`config.mk`:
```
export PLATFORM = sky130hd
export DESIGN_NAME = sync_fifo_param
export DESIGN_NICKNAME = d
export VERILOG_FILES = /design/src/rtl/sync_fifo_pkg.sv /design/src/rtl/sync_fifo_ram.sv /design/src/rtl/sync_fifo_param.sv
export SDC_FILE = /design/constraint.sdc
export NUM_CORES = 1
export LEC_CHECK = 0
export ABC_AREA = 1
export BUFFER_PORTS_ARGS = -buffer_cell sky130_fd_sc_hd__buf_4
export CELL_PAD_IN_SITES_DETAIL_PLACEMENT = 2
export CELL_PAD_IN_SITES_GLOBAL_PLACEMENT = 2
export CORE_AREA = 2 2 150 152
export CTS_CLUSTER_DIAMETER = 40
export DETAILED_ROUTE_END_ITERATION = 10
export DIE_AREA = 0 0 152 154
export PLACE_DENSITY = 0.81
export SYNTH_ARGS = -nofsm -noshare
export SYNTH_HDL_FRONTEND = slang
export SYNTH_SLANG_ARGS = --single-unit
```
`constraint.sdc`:
```
create_clock -name clk -period 3.7 [get_ports clk]
set_input_delay 0 -clock clk [delete_from_list [all_inputs] [get_ports clk]]
set_output_delay 0 -clock clk [all_outputs]
set_load 0.02 [all_outputs]
```
`src/rtl/sync_fifo_pkg.sv`:
```
// Shared constants for the parameterised synchronous FIFO: config register
// addresses and STATUS register bit positions.
package sync_fifo_pkg;

  localparam logic [1:0] CFG_AF_THR = 2'd0;
  localparam logic [1:0] CFG_AE_THR = 2'd1;
  localparam logic [1:0] CFG_STATUS = 2'd2;

  localparam int STAT_OVF = 0;
  localparam int STAT_UDF = 1;

endpackage

```
`src/rtl/sync_fifo_ram.sv`:
```
// FIFO storage: one synchronous write port, one asynchronous read port.
// Contents are deliberately not reset.
module sync_fifo_ram #(
  parameter int DATA_W = 8,
  parameter int DEPTH  = 16,
  localparam int AW    = $clog2(DEPTH)
) (
  input  logic              clk,
  input  logic              we,
  input  logic [AW-1:0]     waddr,
  input  logic [DATA_W-1:0] wdata,
  input  logic [AW-1:0]     raddr,
  output logic [DATA_W-1:0] rdata
);

  logic [DATA_W-1:0] mem_r [DEPTH];

  // storage write
  always_ff @(posedge clk) begin
    if (we) begin
      mem_r[waddr] <= wdata;
    end
  end

  assign rdata = mem_r[raddr];

endmodule

```
`src/rtl/sync_fifo_param.sv`:
```
// Parameterised synchronous FIFO with programmable almost-full/empty thresholds,
// sticky error status and config port. Define SYNC_FIFO_FWFT_EN for show-ahead reads.
module sync_fifo_param
  import sync_fifo_pkg::*;
#(
  parameter int DATA_W = 8,
  parameter int DEPTH  = 16,
  localparam int AW    = $clog2(DEPTH)
) (
  input  logic              clk,
  input  logic              rst_n,
  input  logic              flush,
  input  logic              wr_enb,
  input  logic              rd_enb,
  input  logic              cfg_wr,
  input  logic              cfg_rd,
  input  logic [1:0]        cfg_addr,
  input  logic [DATA_W-1:0] data_in,
  output logic [DATA_W-1:0] data_out,
  output logic              data_valid,
  output logic [DATA_W-1:0] cfg_rdata,
  output logic [AW:0]       count,
  output logic              full,
  output logic              empty,
  output logic              almost_full,
  output logic              almost_empty,
  output logic              overflow,
  output logic              underflow
);

  localparam int THR_W = AW + 1;

  logic [AW:0]       wr_ptr_r, rd_ptr_r;
  logic [AW:0]       af_thr_r, ae_thr_r;
  logic              ovf_sticky_r, udf_sticky_r;
  logic              push_req_s, pop_req_s, push_ok_s, pop_ok_s;
  logic              ovf_ev_s, udf_ev_s, sts_clr_ovf_s, sts_clr_udf_s;
  logic [DATA_W-1:0] cfg_rd_val_s;
  logic [DATA_W-1:0] ram_rdata_s;

  assign count        = wr_ptr_r - rd_ptr_r;
  assign empty        = (wr_ptr_r == rd_ptr_r);
  assign full         = (wr_ptr_r[AW] != rd_ptr_r[AW]) && (wr_ptr_r[AW-1:0] == rd_ptr_r[AW-1:0]);
  assign almost_full  = (count >= af_thr_r);
  assign almost_empty = (count <= ae_thr_r);

  // request qualification; config access and flush mask data requests without error
  always_comb begin
    push_req_s    = wr_enb & ~cfg_wr & ~flush;
    pop_req_s     = rd_enb & ~cfg_rd & ~flush;
    pop_ok_s      = pop_req_s & ~empty;
    push_ok_s     = push_req_s & (~full | pop_ok_s);
    ovf_ev_s      = push_req_s & ~push_ok_s;
    udf_ev_s      = pop_req_s & ~pop_ok_s;
    sts_clr_ovf_s = 1'b0;
    sts_clr_udf_s = 1'b0;
    if (cfg_wr && (cfg_addr == CFG_STATUS)) begin
      sts_clr_ovf_s = data_in[STAT_OVF];
      sts_clr_udf_s = data_in[STAT_UDF];
    end else begin
      sts_clr_ovf_s = 1'b0;
      sts_clr_udf_s = 1'b0;
    end
  end

  // config read mux, zero-extended
  always_comb begin
    cfg_rd_val_s = '0;
    case (cfg_addr)
      CFG_AF_THR: cfg_rd_val_s[AW:0] = af_thr_r;
      CFG_AE_THR: cfg_rd_val_s[AW:0] = ae_thr_r;
      CFG_STATUS: begin
        cfg_rd_val_s[STAT_OVF] = ovf_sticky_r;
        cfg_rd_val_s[STAT_UDF] = udf_sticky_r;
      end
      default:    cfg_rd_val_s = '0;
    endcase
  end

  // pointers, thresholds, status and error pulses
  always_ff @(posedge clk) begin
    if (!rst_n) begin
      wr_ptr_r     <= '0;
      rd_ptr_r     <= '0;
      af_thr_r     <= THR_W'(DEPTH - 2);
      ae_thr_r     <= THR_W'(2);
      ovf_sticky_r <= 1'b0;
      udf_sticky_r <= 1'b0;
      overflow     <= 1'b0;
      underflow    <= 1'b0;
      cfg_rdata    <= '0;
    end else begin
      if (flush) begin
        wr_ptr_r <= '0;
        rd_ptr_r <= '0;
      end else begin
        wr_ptr_r <= wr_ptr_r + THR_W'(push_ok_s);
        rd_ptr_r <= rd_ptr_r + THR_W'(pop_ok_s);
      end
      if (cfg_wr && (cfg_addr == CFG_AF_THR)) af_thr_r <= data_in[AW:0];
      if (cfg_wr && (cfg_addr == CFG_AE_THR)) ae_thr_r <= data_in[AW:0];
      // a new event wins over a same-cycle clear
      ovf_sticky_r <= (ovf_sticky_r & ~sts_clr_ovf_s) | ovf_ev_s;
      udf_sticky_r <= (udf_sticky_r & ~sts_clr_udf_s) | udf_ev_s;
      overflow     <= ovf_ev_s;
      underflow    <= udf_ev_s;
      if (cfg_rd) cfg_rdata <= cfg_rd_val_s;
    end
  end

  sync_fifo_ram #(
    .DATA_W (DATA_W),
    .DEPTH  (DEPTH)
  ) u_ram (
    .clk   (clk),
    .we    (push_ok_s),
    .waddr (wr_ptr_r[AW-1:0]),
    .wdata (data_in),
    .raddr (rd_ptr_r[AW-1:0]),
    .rdata (ram_rdata_s)
  );

`ifdef SYNC_FIFO_FWFT_EN
  // masking on empty keeps never-written entries off the output
  assign data_out   = empty ? '0 : ram_rdata_s;
  assign data_valid = ~empty;
`else
  logic [DATA_W-1:0] data_out_r;
  logic              data_valid_r;

  // registered read: popped word appears one cycle after acceptance
  always_ff @(posedge clk) begin
    if (!rst_n) begin
      data_out_r   <= '0;
      data_valid_r <= 1'b0;
    end else begin
      data_valid_r <= pop_ok_s;
      if (pop_ok_s) data_out_r <= ram_rdata_s;
    end
  end

  assign data_out   = data_out_r;
  assign data_valid = data_valid_r;
`endif

endmodule

```
==> results.cfg, run 1 <==
[route]
drt_wl_total_um = 24200
drc = 0
ant_nets = 0
avgViaCountPerCell = 5.08
drtIter0Drc = 281
dr.pass1.iters = 4
wl_per_cell_um = 21.6
vias = 5680

[placement]
gp_congestion = 0.782
port_buffers = 41
dp_hpwl_um = 15000
pre_cts_slack_ps = 597

[critical_path]
crit_chain = buf_4 -> clkinv_1 -> ha_1 -> nand3_1 -> nand2_1 -> xor2_1 -> ha_1 -> a21o_1 -> o22ai_1 -> buf_4
rrSetupSlack_ps = 520
arrival_ps = 3350
slowest_delay_ps = 570
critPathCaptureType = output pin
cp_slowest_cell = ha_1
crit_end = almost_empty
reg2reg_from = rd_ptr_r[2]$_SDFF_PP0_
crit_fanout = 12
critPathRequiredTime_ps = 3700
crit_type = reg -> out
rr_worst_depth = 10
r2r_end = u_ram.mem_r[3][5]$_DFFE_PP_
worstSetupStartpointType = register
crit_start = rd_ptr_r[2]$_SDFF_PP0_

[clocking]
htreeDepth = 4
cts_tree = done
path_clk_slew_ps = 60
clockRootBuffer = clkbuf_16
cts.sinks = 166
numCtsBuffers = 17
clk_path_buf_depth = 2
ctsResizeCount = 0
clk_latency_ps = 440

[die]
start_util_pct = 34.5
die-area_um2 = 23400
pin_count = 45
die_height_um = 154
die_w_um = 152
core_um2 = 21700
row_count = 54

[synth]
ys_seq_elements = 166
post-synth-top-area-cell = edfxtp_1
yosysSeqAreaShare_pct = 61.6
synthArstFlopShare_pct = 0
synth.distinct_cells = 37
synth_common_cells = nand2_1 (227), edfxtp_1 (128), inv_1 (109)
synth_most_common_cell = nand2_1
synthCells = 771
synth_edf_count = 128
syn_area_per_cell_um2 = 9.70
synth_top_area_share_pct = 51.4
synth_area_leaders = edfxtp_1 (51%), nand2_1 (11%), dfxtp_1 (10%)
yosys_warnings = 0
synth_area_um2 = 7480
synthFlopType = edfxtp_1

[layout]
final_nets = 862
antenna_cells = 0
area_growth_pct = 17.0
layout-drive-gt1-share_pct = 11.8
finish.utilization_pct = 40.3

[timing]
hold_violations = 0
final_max_slew_viol_count = 0
finalSetupTns_ps = 0
fmaxAchievable_mhz = 299
skew_ps = 7.95
tightest_slew_ps = 1180
fin_crit_ps = 3350
setup_ws_ps = 354
finalCritPeriodShare_pct = 90.4
relSlewSlack_pct = 21.2
grt_setup_unrepaired = no
setup_violations = 0

[global_route]
grt_pass1_vias = 6336
grt-ovfl-total = 0
antenna_found_initial = 0
grt_usage_pct = 21.2
grt_max_degree = 66
grt_pass1_wl_um = 37100

[power]
power.ir.vdd_worst_mv = 0.335
power.static_leakage_nw = 3.70
p_per_area_nw_per_um2 = 443

[run_status]
status = completed

[run]
maxCapViolations = 0

[worst_hold_path]
hp-class = in -> reg
==> flip-flops by register name, indices dropped and copies added (netlist names) <==
name	count
ovf_sticky_r	1
overflow	1
rd_ptr_r	5
data_out	8
ae_thr_r	5
af_thr_r	5
cfg_rdata	5
data_valid	1
wr_ptr_r	5
udf_sticky_r	1
underflow	1
u_ram.mem_r	128
==> power breakdown <==
group	switching (mW)	internal (mW)	total, mW
Clock	0.763	0.927	1.69
Combinational	0.109	0.0497	0.159
Sequential	0.00712	2.02	2.02
Total	0.879	2.99	3.87
==> final cells by class <==
cell class              instances  area [µm²]
inverters                     114         428
repair buffers                 66         541
multi-input cells             461        2270
clock inverters                15         131
well taps                     280         350
clock buffers                  17         425
flip-flops and latches        166        4610
fillers                      2332       12900
==> kinds of logic after synthesis <==
family,synth area share [%]
xor gates and xnor gates,0.803
adders and majority gates,3.28
DFF,61.6
AOI/OAI and AO/OA,3.26
and+or+nand+nor,22.8
other,0.0501
buffers and inverters,8.23
==> worst min-delay path by stage <==
| stage | start | endpoint | cells after the start |
|---|---|---|---|
| 2_1_floorplan | data_in[0] | u_ram.mem_r[0][0]$_DFFE_PP_ | 0 |
| 3_5_place_dp | cfg_rd | cfg_rdata[0]$_SDFFE_PN0P_ | 3 |
| 4_1_cts | flush | rd_ptr_r[4]$_SDFF_PP0_ | 4 |
| 3_3_place_gp | cfg_rd | cfg_rdata[0]$_SDFFE_PN0P_ | 3 |
| 5_1_grt | flush | rd_ptr_r[4]$_SDFF_PP0_ | 4 |
| 6_report | flush | wr_ptr_r[0]$_SDFF_PP0_ | 4 |
==> what timing repair did <==
action                                 4_1_cts  5_1_grt
hold buffers                                18        0
buffers inserted                             0        0
endpoints found under the hold margin      144        0
==> worst max-delay path, delay by kind of cell, from the launching register on <==
| family | cells | cell delay, ps |
|---|---|---|
| flops | 1 | 340 |
| simple gates | 2 | 300 |
| xor+xnor | 1 | 400 |
| buf+inv | 3 | 670 |
| fa+ha+maj | 2 | 900 |
| compound gates | 2 | 300 |
==> routing by layer <==
| metal | share of wire, % | GRT usage, % |
|---|---|---|
| met1 | 41 | 24.6 |
| met2 | 52 | 38.5 |
| met3 | 3.3 | 3.33 |
| met4 | 3.7 | 9.79 |
| met5 | 0 | 0 |
==> cell usage in the layout, fill, tap and decap left out, types with 9 or more instances in the layout <==
master,count
nand2_1,227
edfxtp_1,128
inv_1,109
nand3_1,99
nor2_1,48
buf_4,48
dfxtp_1,37
ha_1,18
dlygate4sd3_1,18
clkbuf_16,17
a21oi_1,14
o21ai_0,9
==> per-stage QoR <==
step	hold slack, ps	instance area, µm²	power [mW]	std cells
after floorplan	98.9	7490	2.13	773
after global placement	317	8010	2.20	1069
after detailed placement	324	8010	2.20	1069
after CTS	131	8750	3.90	1119
after global routing	197	8750	3.98	1119
final	181	8750	3.87	1119
(Power assumes the default switching activity.)
==> run 2: changes to the inputs <==
==> constraint.sdc (replaced) <==
create_clock -name clk -period 3.7 [get_ports clk]
set_input_delay 0.74 -clock clk [delete_from_list [all_inputs] [get_ports clk]]
set_output_delay 0.74 -clock clk [all_outputs]
set_load 0.02 [all_outputs]
==> run 2 against run 1 <==
Clock skew rose by 4.8 ps. First-iteration DRC count rose by 0.71%. Global-route usage fell by 1.4 points. Non-clock buffer count fell by 6. Total power rose by 7.2%. Critical path depth did not move. Sequential cell count did not move. Routed wire length fell by 6.9%. Combinational power fell by 18%. Clock-buffer cell count rose by 4. Sequential power barely moved. Largest cell class unchanged. Largest power group unchanged.
==> results.cfg, run 2 (same netlist as run 1, synthesis figures left out) <==
[timing]
hold_violations = 0
final_max_slew_viol_count = 0
finalSetupTns_ps = 0
finalCritPeriodShare_pct = 94.8
setup_ws_ps = 193
fin_crit_ps = 3510
fmaxAchievable_mhz = 285
relSlewSlack_pct = 41.3
setup_violations = 0
tightest_slew_ps = 877
skew_ps = 12.8

[power]
power.static_leakage_nw = 3.74
p_per_area_nw_per_um2 = 473
power.ir.vdd_worst_mv = 0.299

[clocking]
htreeDepth = 4
numCtsBuffers = 17
clk_path_buf_depth = 2
cts_tree = done
path_clk_slew_ps = 70
clk_latency_ps = 440
hold_buffers = 0
clockRootBuffer = clkbuf_16
cts.sinks = 166

[global_route]
grt_usage_pct = 19.8
grt_pass1_wl_um = 35000
grt_max_degree = 66
grt-ovfl-total = 0
grt_pass1_vias = 6162
antenna_found_initial = 0

[critical_path]
arrival_ps = 2770
critPathCaptureType = output pin
crit_fanout = 9
reg2reg_from = rd_ptr_r[2]$_SDFF_PP0_
slowest_delay_ps = 480
r2r_end = u_ram.mem_r[14][2]$_DFFE_PP_
worstSetupStartpointType = register
critPathRequiredTime_ps = 2960
cp_slowest_cell = ha_2
crit_chain = clkinvlp_4 -> ha_2 -> nand3_1 -> nand2_1 -> xor2_1 -> ha_1 -> nand2_1 -> nor2_1 -> o22ai_1 -> buf_4
rr_worst_depth = 9
crit_type = reg -> out
rrSetupSlack_ps = 930
path_common_cell = nand2_1

[die]
die_w_um = 152
die-area_um2 = 23400
core_um2 = 21700
die_height_um = 154
start_util_pct = 34.5
row_count = 54
pin_count = 45

[run]
maxCapViolations = 0

[placement]
gp_congestion = 0.763
dp.cells = 1080
port_buffers = 41
dp_hpwl_um = 14300
pre_cts_slack_ps = 617

[route]
ant_nets = 0
drc = 0
wl_per_cell_um = 20.2
drt_wl_total_um = 22500
vias = 5515
dr.pass1.iters = 4
drtIter0Drc = 283
avgViaCountPerCell = 4.96

[worst_hold_path]
hold_start = cfg_rdata[1]$_SDFFE_PN0P_
hp-class = reg -> reg
whs_path_depth = 2
min_to = cfg_rdata[1]$_SDFFE_PN0P_

[layout]
largest_reg_flops = 128
fin_cells = 1112
layout_common_cells = nand2_1 (227), edfxtp_1 (128), inv_1 (109)
layout_commonest_cell = nand2_1
layout-drive-gt1-share_pct = 13.2
antenna_cells = 0
regMostFlops = u_ram.mem_r
final_nets = 856
area_growth_pct = 17.4

[run_status]
status = completed
## run 2: cell types whose count changed in the layout (fill, tap and decap cells not counted), moves of 3 or more
| cell | change |
|---|---|
| dlygate4sd3_1 | -18 |
| buf_4 | +11 |
| bufinv_16 | +5 |
| clkinv_4 | -5 |
| clkbuf_1 | +4 |
| clkinv_2 | -3 |
## run 2: worst max-delay path: cells and delay by family (launching register included)
kind / cells / cell delay, ps
compound gates: 1 / 110
xor+xnor: 1 / 340
fa+ha+maj: 2 / 780
buf+inv: 2 / 390
flops: 1 / 380
simple gates: 4 / 350
## run 2: final cells by class
type,instances,area [µm²]
clock buffers,21,440
clock inverters,10,203
fillers,2319,12900
inverters,114,432
multi-input cells,461,2280
flip-flops and latches,166,4610
well taps,280,350
repair buffers,60,463
## run 2: routing by layer
metal  track usage [%]  share of wire [%]
met1              23.3                 41
met2              35.9                 53
met3              4.20                3.5
met4              6.81                2.3
met5                 0                  0
## run 2: per-stage QoR
stage	utilization, %	hold slack, ps	cell area [µm²]	power [mW]
final	40.5	471	8780	4.15
after global routing	40.5	490	8780	4.28
after CTS	40.3	474	8750	4.20
after detailed placement	37.4	464	8110	2.20
after global placement	37.4	459	8110	2.19
after floorplan	-	440	7490	2.13
## run 2: timing repair
item | in CTS | in global routing
setup endpoints to repair | 0 | 2
gates resized for setup | 0 | 4
setup buffers | 0 | 1
## run 2: how the worst max path moves through the flow
stage	from	to	slack, ps	cells past startpoint
after floorplan	rd_ptr_r[3]$_SDFF_PP0_	almost_empty	290	10
after global placement	rd_ptr_r[2]$_SDFF_PP0_	almost_empty	680	9
after detailed placement	wr_ptr_r[0]$_SDFF_PP0_	almost_empty	620	11
after CTS	rd_ptr_r[2]$_SDFF_PP0_	almost_empty	100	10
after global routing	rd_ptr_r[2]$_SDFF_PP0_	almost_empty	-30	10
final	rd_ptr_r[2]$_SDFF_PP0_	almost_empty	190	10
## run 2: where the power goes
group	switching, mW	internal [mW]	total (mW)	leakage [nW]
logic	0.0926	0.0377	0.130	1.98
registers	0.00618	2.02	2.02	1.46
clock network	0.741	1.26	2.00	0.302
total	0.840	3.31	4.15	3.74
==> run 3: changes to the inputs <==
- clock period: 3.7 -> 3.5 ns (I/O delays scaled with it)
==> run 3 against run 2 <==
Final cell count up 0.54%. Largest cell class unchanged. Die area unchanged. Non-clock buffer count is 6 higher. Largest power group unchanged. Global-route usage up 0.21 points. Utilization barely moved. First-iteration DRC count down 6.0%. Sequential power increased by 6%.
==> results.cfg, run 3 (same netlist as run 1, synthesis figures left out) <==
[run_status]
status = completed

[layout]
fin_area_um2 = 8770
finish.utilization_pct = 40.5
area_growth_pct = 17.3
regMostFlops = u_ram.mem_r
largest_reg_flops = 128
layout_commonest_cell = nand2_1
final_nets = 862
layout-drive-gt1-share_pct = 14.1
antenna_cells = 0
layout_common_cells = nand2_1 (227), edfxtp_1 (128), inv_1 (108)

[power]
power.ir.vdd_worst_mv = 0.361
power.static_leakage_nw = 3.76
power_mw = 4.23
p_per_area_nw_per_um2 = 482

[timing]
fmaxAchievable_mhz = 302
skew_ps = 12.3
fin_crit_ps = 3310
final_max_slew_viol_count = 0
finalSetupTns_ps = 0
setup_violations = 0
grt_setup_unrepaired = no
finalCritPeriodShare_pct = 94.5
tightest_slew_ps = 789
relSlewSlack_pct = 47.3
hold_violations = 0

[route]
dr.pass1.iters = 5
vias = 5585
ant_nets = 0
avgViaCountPerCell = 5.00
drt_wl_total_um = 22300
wl_per_cell_um = 20.0
drc = 0
drtIter0Drc = 266

[critical_path]
worstSetupStartpointType = register
slowest_delay_ps = 470
path_buf_inv = 3
crit_fanout = 4
critPathRequiredTime_ps = 2800
cp_slowest_cell = fa_2
crit_type = reg -> out
arrival_ps = 2610
path_common_cell = nand2_1
critPathCaptureType = output pin
cpLargestDelayFamily = adder cells
crit_chain = inv_2 -> ha_1 -> inv_1 -> fa_2 -> ha_1 -> o21ai_0 -> nand2_1 -> nand2_1 -> nand2_1 -> a21oi_1 -> o21bai_1 -> buf_4

[die]
start_util_pct = 34.5
die_w_um = 152
die-area_um2 = 23400
row_count = 54
core_um2 = 21700
die_height_um = 154
pin_count = 45

[clocking]
clk_latency_ps = 440
cts_tree = done
clk_path_buf_depth = 2
htreeDepth = 4
numCtsBuffers = 17
path_clk_slew_ps = 70
cts.sinks = 166
hold_buffers = 0
clockRootBuffer = clkbuf_16

[placement]
port_buffers = 41
placed_area_um2 = 8150
gp_congestion = 0.781
dp_hpwl_um = 14700

[global_route]
grt-ovfl-total = 0
grt_pass1_vias = 6304
grt_usage_pct = 20.0
grt_pass1_wl_um = 35800
antenna_found_initial = 0
grt_max_degree = 66

[run]
maxCapViolations = 0

[worst_hold_path]
hp-class = reg -> reg
[run 3: changes by cell type in the layout (fill, tap and decap cells not counted), sizes merged]
cell / change
bufinv: -2
buf: +6
clkinvlp: -2
clkinv: +4
[run 3: repair_timing]
item	in CTS	in global routing
setup endpoints to repair	1	2
setup buffers	0	1
gates resized for setup	1	4
[run 3: power breakdown]
group	switching, mW	internal [mW]	leakage, nW
clock network	0.768	1.18	0.288
logic	0.0980	0.0406	2.01
registers	0.00663	2.13	1.46
total	0.872	3.36	3.76
[run 3: metal layers]
layer / global-route usage [%] / vias to the layer above / wire length, µm
li1: - / 2599 / -
met1: 23.7 / 2871 / 9120
met2: 37.3 / 93 / 12200
met3: 3.44 / 22 / 767
met4: 5.87 / 0 / 297
met5: 0 / - / 0
[run 3: final timing paths]
kind | slack [ps] | to | start | cells past startpoint
worst min-delay path | 470 | cfg_rdata[1]$_SDFFE_PN0P_ | cfg_rdata[1]$_SDFFE_PN0P_ | 2
worst max register to register | 840 | u_ram.mem_r[14][1]$_DFFE_PP_ | rd_ptr_r[2]$_SDFF_PP0_ | 10
worst min register to register | 470 | cfg_rdata[1]$_SDFFE_PN0P_ | cfg_rdata[1]$_SDFFE_PN0P_ | 2
worst max-delay path | 190 | almost_full | wr_ptr_r[0]$_SDFF_PP0_ | 12
[run 3: final cells by class]
cell class / instances / area (µm²)
Clock buffer: 21 / 440
Clock inverter: 10 / 155
Fill cell: 2356 / 12900
Multi-Input combinational cell: 461 / 2280
Timing Repair Buffer: 66 / 508
Sequential cell: 166 / 4610
Tap cell: 280 / 350
Inverter: 114 / 428
[run 3: tightest hold or removal path: cells and delay by family, from the launching register on]
family / cells / cell delay, ps
AND/OR/NAND/NOR: 1 / 60
flip-flops: 1 / 310
AO/OA/AOI/OAI: 1 / 60
[run 3: per-stage QoR]
| stage | instances | hold WS, ps | worst slack [ps] |
|---|---|---|---|
| finish | 1118 | 475 | 194 |
| global route | 1118 | 505 | 32.7 |
| CTS | 1117 | 481 | 14.4 |
| detailed placement | 1086 | 469 | 452 |
| global placement | 1086 | 460 | 537 |
| floorplan | 773 | 440 | 128 |
